**src/rtl/rom_load_pkg.sv**
```systemverilog
// Shared ROM region map, FSM state encoding and region index type for the
// ROM download controller.
package rom_load_pkg;

  localparam int REG_COUNT = 5;

  typedef logic [2:0] region_t;

  typedef enum logic [2:0] {
    IDLE,
    LOAD,
    DRAIN,
    HOLD,
    RUN
  } state_t;

  // Regions: main CPU, sound CPU, FG tiles, BG tiles, sprites.
  localparam logic [24:0] REG_BASE [REG_COUNT] = '{
    25'h00000, 25'h0C000, 25'h10000, 25'h18000, 25'h20000
  };

  localparam logic [24:0] REG_SIZE [REG_COUNT] = '{
    25'h0C000, 25'h04000, 25'h08000, 25'h08000, 25'h08000
  };

endpackage

```
**src/rtl/rom_load_ctrl_if.sv**
```systemverilog
// Valid/ready ROM write port between the download controller (master) and
// the shared ROM memory (slave).
interface rom_load_ctrl_if;
  import rom_load_pkg::*;

  logic        WR_VALID;
  logic        WR_READY;
  region_t     WR_REGION;
  logic [15:0] WR_ADDR;
  logic [7:0]  WR_DATA;

  modport master (
    output WR_VALID,
    input  WR_READY,
    output WR_REGION,
    output WR_ADDR,
    output WR_DATA
  );

  modport slave (
    input  WR_VALID,
    output WR_READY,
    input  WR_REGION,
    input  WR_ADDR,
    input  WR_DATA
  );

endinterface

```
**src/rtl/rom_region_dec.sv**
```systemverilog
// Combinational decode of a download byte address into region index,
// region-local address and an in-range flag.
module rom_region_dec
  import rom_load_pkg::*;
#(
  parameter int NREG = 5
) (
  input  logic [24:0] addr,
  output region_t     region,
  output logic [15:0] local_addr,
  output logic        in_range
);

  logic [24:0] offset;

  // Later entries override earlier ones, so the highest matching index wins.
  always_comb begin
    region   = '0;
    offset   = '0;
    in_range = 1'b0;
    for (int i = 0; i < NREG && i < REG_COUNT; i++) begin
      if (addr >= REG_BASE[i] && addr < REG_BASE[i] + REG_SIZE[i]) begin
        region   = region_t'(i);
        offset   = addr - REG_BASE[i];
        in_range = 1'b1;
      end
    end
  end

  assign local_addr = offset[15:0];

endmodule

```
**src/rtl/rom_load_ctrl.sv**
```systemverilog
// Sequences the HPS ROM download into the core's ROM regions through a
// one-entry valid/ready buffer and owns the core reset. Optional running
// checksum output enabled by defining ROM_CKSUM_EN.
module rom_load_ctrl
  import rom_load_pkg::*;
#(
  parameter int RST_HOLD = 16,
  parameter int NREG     = 5
) (
  input  logic          MCLK,
  input  logic          RESET,
  input  logic          DL_ACTIVE,
  input  logic          DL_WR,
  input  logic [24:0]   DL_ADDR,
  input  logic [7:0]    DL_DATA,
  rom_load_ctrl_if.master wr,
  output logic          CORE_RST,
  output logic          LOAD_DONE,
  output logic          OVERRUN,
  output logic          IGNORED
`ifdef ROM_CKSUM_EN
  ,
  output logic [15:0]   CKSUM
`endif
);

  localparam logic [15:0] HOLD_LAST = 16'(RST_HOLD - 1);

  state_t      state;
  logic [15:0] hold_cnt;
  logic        core_rst;
  logic        load_done;
  logic        overrun;
  logic        ignored;

  region_t     dec_region;
  logic [15:0] dec_addr;
  logic        dec_hit;

  logic        vld_p1;
  region_t     region_p1;
  logic [15:0] addr_p1;
  logic [7:0]  data_p1;

  logic        accept_window;
  logic        strobe;
  logic        wr_fire;
  logic        capture;
  logic        drop;
  logic        out_of_range;
  logic        reload;
  logic        enter_load;

  rom_region_dec #(
    .NREG(NREG)
  ) u_dec (
    .addr       (DL_ADDR),
    .region     (dec_region),
    .local_addr (dec_addr),
    .in_range   (dec_hit)
  );

  assign accept_window = (state == IDLE) || (state == LOAD);
  assign strobe        = accept_window && DL_WR;
  assign wr_fire       = vld_p1 && wr.WR_READY;
  // A full buffer that is being drained this cycle can take the new byte.
  assign capture       = strobe && dec_hit && (!vld_p1 || wr.WR_READY);
  assign drop          = strobe && dec_hit && vld_p1 && !wr.WR_READY;
  assign out_of_range  = strobe && !dec_hit;
  assign reload        = DL_ACTIVE && ((state == HOLD) || (state == RUN));
  assign enter_load    = reload || ((state == IDLE) && DL_ACTIVE);

  always_ff @(posedge MCLK) begin
    if (RESET) begin
      state     <= IDLE;
      hold_cnt  <= '0;
      core_rst  <= 1'b1;
      load_done <= 1'b0;
      overrun   <= 1'b0;
      ignored   <= 1'b0;
    end else begin
      if (drop)         overrun <= 1'b1;
      if (out_of_range) ignored <= 1'b1;
      case (state)
        IDLE:  if (DL_ACTIVE) state <= LOAD;
        LOAD:  if (!DL_ACTIVE) state <= DRAIN;
        DRAIN: begin
          // Leave as the last write completes so the hold window starts
          // right after it.
          if (!vld_p1 || wr_fire) begin
            state    <= HOLD;
            hold_cnt <= '0;
          end
        end
        HOLD: begin
          if (DL_ACTIVE) begin
            state     <= LOAD;
            hold_cnt  <= '0;
            core_rst  <= 1'b1;
            load_done <= 1'b0;
            overrun   <= 1'b0;
            ignored   <= 1'b0;
          end else if (hold_cnt == HOLD_LAST) begin
            state     <= RUN;
            core_rst  <= 1'b0;
            load_done <= 1'b1;
          end else begin
            hold_cnt <= hold_cnt + 16'd1;
          end
        end
        RUN: begin
          if (DL_ACTIVE) begin
            state     <= LOAD;
            hold_cnt  <= '0;
            core_rst  <= 1'b1;
            load_done <= 1'b0;
            overrun   <= 1'b0;
            ignored   <= 1'b0;
          end
        end
        default: state <= IDLE;
      endcase
    end
  end

  // Stage p1: single-entry write buffer
  always_ff @(posedge MCLK) begin
    if (RESET) begin
      vld_p1    <= 1'b0;
      region_p1 <= '0;
      addr_p1   <= '0;
      data_p1   <= '0;
    end else if (capture) begin
      vld_p1    <= 1'b1;
      region_p1 <= dec_region;
      addr_p1   <= dec_addr;
      data_p1   <= DL_DATA;
    end else if (wr_fire) begin
      vld_p1    <= 1'b0;
    end
  end

`ifdef ROM_CKSUM_EN
  logic [15:0] cksum;

  always_ff @(posedge MCLK) begin
    if (RESET || enter_load) begin
      cksum <= '0;
    end else if (((state == LOAD) || (state == DRAIN)) && wr_fire) begin
      cksum <= cksum + {8'h00, data_p1};
    end
  end

  assign CKSUM = cksum;
`endif

  assign wr.WR_VALID  = vld_p1;
  assign wr.WR_REGION = region_p1;
  assign wr.WR_ADDR   = addr_p1;
  assign wr.WR_DATA   = data_p1;
  assign CORE_RST     = core_rst;
  assign LOAD_DONE    = load_done;
  assign OVERRUN      = overrun;
  assign IGNORED      = ignored;

endmodule
```
**src/flat_wrapper.sv**
```systemverilog
// flat-port wrapper written by rule: the top's interface ports become plain ports
module rom_load_ctrl_flat import rom_load_pkg::*;
#(
  parameter int RST_HOLD = 16,
  parameter int NREG     = 5
)
  (MCLK, RESET, DL_ACTIVE, DL_WR, DL_ADDR, DL_DATA, CORE_RST, LOAD_DONE, OVERRUN, IGNORED, wr_WR_VALID, wr_WR_READY, wr_WR_REGION, wr_WR_ADDR, wr_WR_DATA);
  rom_load_ctrl_if wr_i ();
  input  logic MCLK;
  input  logic RESET;
  input  logic DL_ACTIVE;
  input  logic DL_WR;
  input  logic [24:0] DL_ADDR;
  input  logic [7:0] DL_DATA;
  output logic CORE_RST;
  output logic LOAD_DONE;
  output logic OVERRUN;
  output logic IGNORED;
  output wire logic [$bits(wr_i.WR_VALID)-1:0] wr_WR_VALID;
  input wire logic [$bits(wr_i.WR_READY)-1:0] wr_WR_READY;
  output wire logic [$bits(wr_i.WR_REGION)-1:0] wr_WR_REGION;
  output wire logic [$bits(wr_i.WR_ADDR)-1:0] wr_WR_ADDR;
  output wire logic [$bits(wr_i.WR_DATA)-1:0] wr_WR_DATA;
  assign wr_WR_VALID = wr_i.WR_VALID;
  assign wr_i.WR_READY = wr_WR_READY;
  assign wr_WR_REGION = wr_i.WR_REGION;
  assign wr_WR_ADDR = wr_i.WR_ADDR;
  assign wr_WR_DATA = wr_i.WR_DATA;
  rom_load_ctrl #(.RST_HOLD(RST_HOLD), .NREG(NREG)) u_core (.MCLK(MCLK), .RESET(RESET), .DL_ACTIVE(DL_ACTIVE), .DL_WR(DL_WR), .DL_ADDR(DL_ADDR), .DL_DATA(DL_DATA), .wr(wr_i), .CORE_RST(CORE_RST), .LOAD_DONE(LOAD_DONE), .OVERRUN(OVERRUN), .IGNORED(IGNORED));
endmodule
```
**config.mk**
```make
export PLATFORM = sky130hd
export DESIGN_NAME = rom_load_ctrl_flat
export DESIGN_NICKNAME = d
export VERILOG_FILES = /design/src/rtl/rom_load_pkg.sv /design/src/rtl/rom_load_ctrl_if.sv /design/src/rtl/rom_region_dec.sv /design/src/rtl/rom_load_ctrl.sv /design/src/flat_wrapper.sv
export SDC_FILE = /design/constraint.sdc
export NUM_CORES = 1
export LEC_CHECK = 0
export CAP_MARGIN = 20
export CORE_ASPECT_RATIO = 1.1
export CORE_MARGIN = 2
export CORE_UTILIZATION = 45
export DETAILED_ROUTE_END_ITERATION = 12
export PLACE_DENSITY = 0.84
export SYNTH_ARGS = -nofsm -noshare
export SYNTH_HDL_FRONTEND = slang
export SYNTH_SLANG_ARGS = --single-unit
```
**constraint.sdc**
```tcl
create_clock -name MCLK -period 5.81 [get_ports MCLK]
set_clock_uncertainty 0.15 [all_clocks]
set_input_delay 0.8715 -clock MCLK [delete_from_list [all_inputs] [get_ports MCLK]]
set_output_delay 0.8715 -clock MCLK [all_outputs]
set_load 0.03 [all_outputs]
```
=== Word level (Yosys, flattened, before mapping) ===
Index checks and enable logic that the tools add are counted.
Widths: inputs -> output; s select.

* Add/subtract/negate cells: 5
* Order comparisons: 10
* Equal/unequal tests: 11
* Multiplexer cells: 41
* Reduce and logical (&&, ||, !) cells: 27

{| class="wikitable"
|+ Operators with widths
! operator !! number
|-
| $mux 16 || 9
|-
| $ge 25x17->1 const B || 2
|-
| $lt 25x17->1 const B || 2
|-
| $lt 25x18->1 const B || 2
|-
| $pmux 16 s3 || 1
|-
| $sub 16x1->16 const B || 2
|-
| $sub 16x16->16 const B || 2
|-
| $ge 25x1->1 const B || 1
|-
| $ge 25x16->1 const B || 1
|-
| $ge 25x18->1 const B || 1
|-
| $lt 25x16->1 const B || 1
|-
| $mux 3 || 8
|-
| $mux 1 || 20
|-
| $add 16x1->16 const B || 1
|-
| $eq 16x4->1 const B || 1
|-
| $logic_and 1x1->1 || 12
|-
| $pmux 3 s4 || 1
|-
| $reduce_and 4->1 || 2
|-
| $eq 3x2->1 const B || 2
|-
| $ne 3x3->1 const B || 2
|-
| $ne 2x1->1 const B || 2
|-
| $ne 2x2->1 const B || 2
|-
| $pmux 1 s2 || 2
|-
| $reduce_bool 2->1 || 2
|-
| other kinds (8) || 13
|}

* Bits in registers: 51
* Input bits: 38
* Output and inout port bits: 32
* Word-level logic and storage cells: 104

=== Logic depth before layout (Yosys ltp) ===
Gate-level depths: netlist of the first run.

* Depth in word-level cells: 13
* Gate-level depth with buffers: 7

=== Modules after synthesis ===
From an unflattened synthesis of the first run, not the netlist that was laid out.

* Cells, all modules: 300
* Area, all modules: 2453.6 um^2

{| class="wikitable"
|+ Modules (own cells, without submodules)
! module !! times used !! cells each !! area an instance (um^2)
|-
| rom_load_ctrl || 1 || 256 || 2157.1
|-
| rom_region_dec || 1 || 44 || 296.5
|}

=== Least setup slack after synthesis of the first run ===
OpenSTA, ideal clock, no wires.

* Path kind: in2reg
* From: in DL_ADDR[14]
* To: reg u_core.addr_p1[14], in the netlist u_core.wr.WR_ADDR[14]
* Data arrival time: 2156 ps
* Path slack: 3419 ps
* Stages on the path: 6
* Buffers on the path: 0
* Cell sequence: ha_1 > nor4b_1 > nand4_1 > or3_1 > a211o_1 > a211oi_1

* Cells in the longest elaborated chain, start to end: 9

{| class="wikitable"
|+ Ends and longest elaborated chain
! what !! line !! RTL
|-
| start: declaration || flat_wrapper.sv:13 || <nowiki>input logic [24:0] DL_ADDR;</nowiki>
|-
| $ge 25x1->1 / $lt 25x16->1 (equally long branches) || rom_region_dec.sv:22 || <nowiki>if (addr >= REG_BASE[i] && addr < REG_BASE[i] + REG_SIZE[i]) begin</nowiki>
|-
| $logic_and 1x1->1 || rom_region_dec.sv:22 ||
|-
| $mux 1 (5 in a row) || rom_region_dec.sv:22 ||
|-
| $logic_and 1x1->1 (2 in a row) || rom_load_ctrl.sv:67 || <nowiki>assign capture = strobe && dec_hit && (!vld_p1 || wr.WR_READY);</nowiki>
|-
| end signal: assignment || rom_load_ctrl.sv:136 || <nowiki>addr_p1 <= dec_addr;</nowiki>
|-
| end: declaration || rom_load_ctrl.sv:42 || <nowiki>logic [15:0] addr_p1;</nowiki>
|}

Several ways; a longest one is shown, not always the timed one.
A chain may end at the register's enable or synchronous reset.

=== Worst setup path after layout of the first run ===
* From: in DL_ADDR[20]
* To: reg u_core.addr_p1[14], in the netlist u_core.wr.WR_ADDR[14]

Same word-level chain as after synthesis.

==> impl_metrics.toml, run 1 <==
[clock_tree]
tritoncts = "yes"
htreeDepth = 2
cts_setup_buffers = 0
post_cts_resize_count = 0
max-clock-path-buffers = 2
worst_skew_pair.late_latency_ps = 310
cts_num_sinks = 51
cts_made_buffers = 5
clock_transition_at_the_registers_of_the_reported_paths_ps = 110
cts-root-buf = "sky130_fd_sc_hd__clkbuf_8"
cts_hold_buf = 0

[power_and_ir_drop]
power_per_cell_area_nw_per_um2 = 207
power.share.combinational_pct = 11.3
report.power.total_w = 0.000652
switching_fraction_of_total_power_pct = 26.5
net-switching-power_w = 0.000173
p_seq_share_pct = 55.2
leakage_nw = 1.02
irDropWorstVdd_v = 0.000118
power_report.internal_total_w = 0.000479
pwr-share-clk_pct = 33.5

[yosys]
synth_area_leaders = "sky130_fd_sc_hd__dfxtp_1 (44%), sky130_fd_sc_hd__nand2_1 (9.0%), sky130_fd_sc_hd__a21oi_1 (8.5%)"
synth_edf_count = 0
synthesis.yosys.warnings = 0
synth.avg_cell_area_um2 = 8.17
post_synth_inst_count = 287
ys_seq_area_share_pct = 43.5
yosys_register_bits = 51
synthesis.area_um2 = 2350
postSynth.asyncResetShare_pct = 0
synth_fp_nets = 328
netlist.top_cell.by_area = "sky130_fd_sc_hd__dfxtp_1"
yosys.area.top_type_share_pct = 43.5
ys_dominant_reg_cell = "sky130_fd_sc_hd__dfxtp_1"
yosysMostFrequentCell = "sky130_fd_sc_hd__nand2_1"
netlist-cell-type-count = 45
synth.cells.most_frequent = "sky130_fd_sc_hd__nand2_1 (56), sky130_fd_sc_hd__dfxtp_1 (51), sky130_fd_sc_hd__a21oi_1 (40)"

[global_route]
track_usage_pct = 21.4
grt_pass1_vias = 2192
antenna_found_initial = 0
grt_pass1_wl_mm = 9.88
globalRouteOverflowTotal = 0
pin_count_of_the_biggest_net_entering_global_routing = 40

[critical_path]
critPathKind = "in2reg"
worst_path_max_delay_cell = "sky130_fd_sc_hd__nor4_1"
critical_path.max_fanout = 27
instance_count_on_the_critical_path = 6
max_stage_delay_ps = 540
start_kind = "primary input"
worstPathCellList = "clkdlybuf4s50_1, nor4_1, and4_1, nand2_1, a21oi_1, a211oi_1"
critPathRequiredTime_ps = 5850
rr_startpoint = "u_core.state[1]$_SDFFE_PP0P_"
worst_setup_sp = "DL_ADDR[20]"
worstRegToRegCells = 5
worst_ep_arrival_time_ps = 3110
critical_path.endpoint_type = "flop"
path_delay_family = "simple AND/OR/NAND/NOR gates"
worstPathBufferInverterCount = 1

[floorplanning]
start_util_pct = 46.6
fp.dieH_um = 79.7
floorplan.core_area_um2 = 5030
num_io_pins = 70
die_x_um = 72.8
floorplan.die_area_um2 = 5810
core.rowCount = 27

[placed_design]
hpwlAfterDp_mm = 4.35
dp_worst_setup_slack_ps = 2420
io_buffer_count = 69
place.gp.congestion = 0.867

[sta]
timing.final.ws_setup_ps = 2740
finalMaxSlewViolations = 0
grt_setup_unrepaired = "no"
final.period_utilization_pct = 52.8
final-setup-viol-count = 0
layout_min_cycle_time_ps = 3070
worstMarginPinSlew_ps = 915
setup-tns-final_ps = 0
hold_violations = 0
holdWs_ps = 310
max-slew-margin-rel_pct = 38.9
timing.fmax_ghz = 0.326

[routing]
drt_iter0_drc = 154
drt_wl_total_mm = 5.87
drt_pre_antenna_iters = 4
drt-vias-per-instance = 5.57
count_of_antenna_violating_nets_left_after_detailed_routing = 0
route.detailed.wl_per_inst_um = 14.3
drc = 0
via_count = 2290

[min_path]
hold_path_class = "reg2reg"
min-delay-start = "u_core.wr.WR_DATA[0]$_SDFFE_PP0P_"
hold_depth = 2

[layout]
post_route_cells_drive_above_1_share_pct = 4.82
layout.filler_cells = 436
areaGrowthSynthToFinish_pct = 34.2
fin_util_pct = 62.5
antenna_cells = 0
finalNetCount = 393

[run]
max_cap_viol_count = 0

[run_status]
status = "completed"
cells in the final DEF, fill, tap and decap left out, types with 4 or more instances in the layout:
| cell | synthesis | layout |
|---|---|---|
| sky130_fd_sc_hd__nand3b_1 | 4 | 4 |
| sky130_fd_sc_hd__a21oi_1 | 40 | 40 |
| sky130_fd_sc_hd__inv_1 | 4 | 4 |
| sky130_fd_sc_hd__xor2_1 | 5 | 5 |
| sky130_fd_sc_hd__clkdlybuf4s50_1 | 0 | 69 |
| sky130_fd_sc_hd__dfxtp_1 | 51 | 51 |
| sky130_fd_sc_hd__nor2_1 | 13 | 13 |
| sky130_fd_sc_hd__o21ai_0 | 9 | 9 |
| sky130_fd_sc_hd__nor3_1 | 11 | 11 |
| sky130_fd_sc_hd__clkbuf_8 | 0 | 5 |
| sky130_fd_sc_hd__nand4_1 | 10 | 10 |
| sky130_fd_sc_hd__nand3_1 | 13 | 13 |
| sky130_fd_sc_hd__nor4_1 | 7 | 7 |
| sky130_fd_sc_hd__nand2_1 | 56 | 56 |
| sky130_fd_sc_hd__or3_1 | 4 | 4 |
state kept, by name, indices dropped and copies added, names as in the netlist, 3 cells and up:
register             count
u_core.hold_cnt         16
u_core.state             3
u_core.wr.WR_ADDR       16
u_core.wr.WR_DATA        8
u_core.wr.WR_REGION      3
path summary, 6_finish.rpt:
kind / end / slack [ps]
min: u_core.wr.WR_DATA[0]$_SDFFE_PP0P_ / 310
min reg2reg: u_core.wr.WR_DATA[0]$_SDFFE_PP0P_ / 310
max: u_core.wr.WR_ADDR[14]$_SDFFE_PP0P_ / 2740
max reg2reg: u_core.wr.WR_ADDR[14]$_SDFFE_PP0P_ / 3460
cell families after synthesis:
logic type | after synthesis | synth area share [%]
buffers and inverters | 16 | 3.36
flip-flops | 51 | 43.5
AND/OR/NAND/NOR | 146 | 33.2
XOR/XNOR | 5 | 1.87
adder cells (fa/ha/maj) | 3 | 1.60
AO/OA/AOI/OAI | 66 | 16.5
power by group through the flow:
stage / Clock, W / Combinational [W] / Sequential (W)
2_1_floorplan: 0 / 0.0000375 / 0.000367
3_3_place_gp: 0 / 0.0000719 / 0.000367
3_5_place_dp: 0 / 0.0000732 / 0.000368
4_1_cts: 0.000226 / 0.0000737 / 0.000360
5_1_grt: 0.000240 / 0.0000807 / 0.000361
6_report: 0.000218 / 0.0000739 / 0.000360
layer usage:
layer,global-route usage [%],vias to the layer above,share of wire (%)
li1,-,1167,-
met1,24.9,1051,42
met2,36.5,70,49
met3,8.59,2,8.6
met4,4.81,0,0.32
met5,0,-,0
layout make-up:
| type | instances | area, um2 | area share [%] |
|---|---|---|---|
| multi-input combinational | 220 | 1250 | 39.6 |
| sequential | 51 | 1020 | 32.4 |
| timing repair buffer | 70 | 698 | 22.2 |
| tap | 58 | 72.6 | 2.31 |
| clock buffer | 5 | 68.8 | 2.19 |
| clock inverter | 3 | 26.3 | 0.835 |
| inverter | 4 | 15.0 | 0.477 |
stage by stage:
stage / instance area (um2) / std cells
after floorplan: 2350 / 287
after CTS: 3150 / 411
after global routing: 3150 / 411
final: 3150 / 411
after global placement: 3050 / 403
after detailed placement: 3050 / 403
worst register-to-register path: stages (launching register included):
cell and delay (ps):
sky130_fd_sc_hd__dfxtp_1 400, sky130_fd_sc_hd__nor3b_1 420, sky130_fd_sc_hd__and4_1 310, sky130_fd_sc_hd__nand2_1 520, sky130_fd_sc_hd__a21oi_1 330, sky130_fd_sc_hd__a211oi_1 100
No activity file was read; power rests on OpenSTA's default activity.
==> run 2, diff against run 1 <==
clock period = 2.91 ns   (was 5.81 ns; I/O delays follow)
==> run 2 against run 1 <==
Worst setup slack worse by 2200 ps. Combinational power increased by 99%. Critical path depth grew 1. Final cell count is 0.49% higher. Largest power group unchanged.
==> impl_metrics.toml, run 2 (same netlist as run 1, synthesis figures left out) <==
[routing]
count_of_antenna_violating_nets_left_after_detailed_routing = 0
route.detailed.wl_per_inst_um = 13.9
drt_pre_antenna_iters = 4
drt-vias-per-instance = 5.61
drt_wl_total_mm = 5.76
via_count = 2317
drt_iter0_drc = 123
drc = 0

[layout]
layout_commonest_cell = "sky130_fd_sc_hd__clkdlybuf4s50_1"
areaGrowthSynthToFinish_pct = 34.8
layout.filler_cells = 411
antenna_cells = 0
post_route_cells_drive_above_1_share_pct = 5.35
finalNetCount = 395
commonest_cells_after_routing_fill_and_taps_aside = "sky130_fd_sc_hd__clkdlybuf4s50_1 (69), sky130_fd_sc_hd__nand2_1 (56), sky130_fd_sc_hd__dfxtp_1 (51)"

[floorplanning]
fp.dieH_um = 79.7
start_util_pct = 46.6
floorplan.die_area_um2 = 5810
core.rowCount = 27
die_x_um = 72.8
floorplan.core_area_um2 = 5030
num_io_pins = 70

[clock_tree]
post_cts_resize_count = 0
max-clock-path-buffers = 2
cts_hold_buf = 0
cts_made_buffers = 5
cts_setup_buffers = 0
cts-root-buf = "sky130_fd_sc_hd__clkbuf_8"
clock_transition_at_the_registers_of_the_reported_paths_ps = 100
worst_skew_pair.late_latency_ps = 300
cts_num_sinks = 51
htreeDepth = 2
tritoncts = "yes"

[power_and_ir_drop]
net-switching-power_w = 0.000340
power.share.combinational_pct = 11.3
power_per_cell_area_nw_per_um2 = 410
irDropWorstVdd_v = 0.000275
report.power.total_w = 0.00130
switching_fraction_of_total_power_pct = 26.2
leakage_nw = 1.03
p_seq_share_pct = 55.4
power_report.internal_total_w = 0.000956
pwr-share-clk_pct = 33.3

[sta]
final-setup-viol-count = 0
hold_violations = 0
timing.fmax_ghz = 0.414
worstMarginPinSlew_ps = 595
grt_setup_unrepaired = "no"
final.period_utilization_pct = 82.9
setup-tns-final_ps = 0
finalMaxSlewViolations = 0
layout_min_cycle_time_ps = 2410
max-slew-margin-rel_pct = 60.0

[run]
max_cap_viol_count = 0

[critical_path]
worstPathCellList = "clkdlybuf4s50_1, ha_1, nor4b_1, nand4_1, or3_1, a211o_1, a211oi_1"
path_delay_family = "simple AND/OR/NAND/NOR gates"
worstRegToRegCells = 6
critical_path.endpoint_type = "flop"
rr_startpoint = "u_core.hold_cnt[0]$_SDFFE_PP0P_"
instance_count_on_the_critical_path = 7
max_stage_delay_ps = 570
worst_ep_arrival_time_ps = 2490
critical_path.max_fanout = 6
critPathRequiredTime_ps = 2980
worstPathBufferInverterCount = 1
start_kind = "primary input"
critPathKind = "in2reg"
worst_path_max_delay_cell = "sky130_fd_sc_hd__clkdlybuf4s50_1"
worst_setup_sp = "DL_ADDR[14]"

[placed_design]
hpwlAfterDp_mm = 4.24
place.gp.congestion = 0.907
io_buffer_count = 69

[global_route]
antenna_found_initial = 0
pin_count_of_the_biggest_net_entering_global_routing = 36
grt_pass1_vias = 2195
globalRouteOverflowTotal = 0
grt_pass1_wl_mm = 9.66
track_usage_pct = 20.7

[min_path]
hold_path_class = "reg2reg"
min-delay-start = "u_core.wr.WR_ADDR[8]$_SDFFE_PP0P_"
hold_depth = 2

[run_status]
status = "completed"
==> run 2: cell types whose count changed in the layout (fill, tap and decap cells not counted), sizes merged <==
cell / before / now
buf: 1 / 3
==> run 2: layout make-up <==
type                    instances  area, um2  share of cell area, %
flip-flops and latches         51       1020                   32.3
clock buffers                   5       68.8                   2.18
well taps                      58       72.6                   2.29
repair buffers                 72        713                   22.5
clock inverters                 3       26.3                  0.831
multi-input cells             220       1250                   39.4
inverters                       4       15.0                  0.475
==> run 2: worst paths after layout <==
check / endpoint / slack (ps)
worst max-delay path: u_core.wr.WR_ADDR[14]$_SDFFE_PP0P_ / 500
worst min-delay path: u_core.wr.WR_ADDR[8]$_SDFFE_PP0P_ / 310
worst max register to register: u_core.hold_cnt[13]$_SDFFE_PP0P_ / 750
worst min register to register: u_core.wr.WR_ADDR[8]$_SDFFE_PP0P_ / 310
==> run 2: power by group through the flow <==
| stage | Clock, W | Sequential (W) | Combinational [W] |
|---|---|---|---|
| 6_report | 0.000431 | 0.000718 | 0.000147 |
| 5_1_grt | 0.000465 | 0.000720 | 0.000160 |
| 4_1_cts | 0.000444 | 0.000718 | 0.000147 |
| 3_5_place_dp | 0 | 0.000734 | 0.000146 |
| 3_3_place_gp | 0 | 0.000734 | 0.000143 |
| 2_1_floorplan | 0 | 0.000733 | 0.0000749 |
==> run 2: through the flow <==
step / util (%) / hold WS (ps) / cells / setup WS, ps / cell area, um2
after global placement: 60.9 / 289 / 405 / 301 / 3070
after detailed placement: 60.9 / 298 / 405 / 232 / 3070
after global routing: 62.8 / 328 / 413 / 376 / 3160
after CTS: 62.8 / 311 / 413 / 543 / 3160
after floorplan: - / 312 / 287 / 945 / 2350
final: 62.8 / 309 / 413 / 497 / 3160
==> run 2: tightest hold or removal path, stage by stage (launching register included) <==
cell                      delay (ps)
sky130_fd_sc_hd__dfxtp_1         320
sky130_fd_sc_hd__nand2_1          50
sky130_fd_sc_hd__a21oi_1          50
==> run 2: routing by layer <==
metal | part of all wire, % | wire length (um) | global-route usage (%)
met5 | 0 | 0 | 0
met4 | 0.68 | 39 | 4.81
met2 | 47 | 2730 | 34.7
met3 | 8.7 | 499 | 8.84
met1 | 43 | 2490 | 24.2
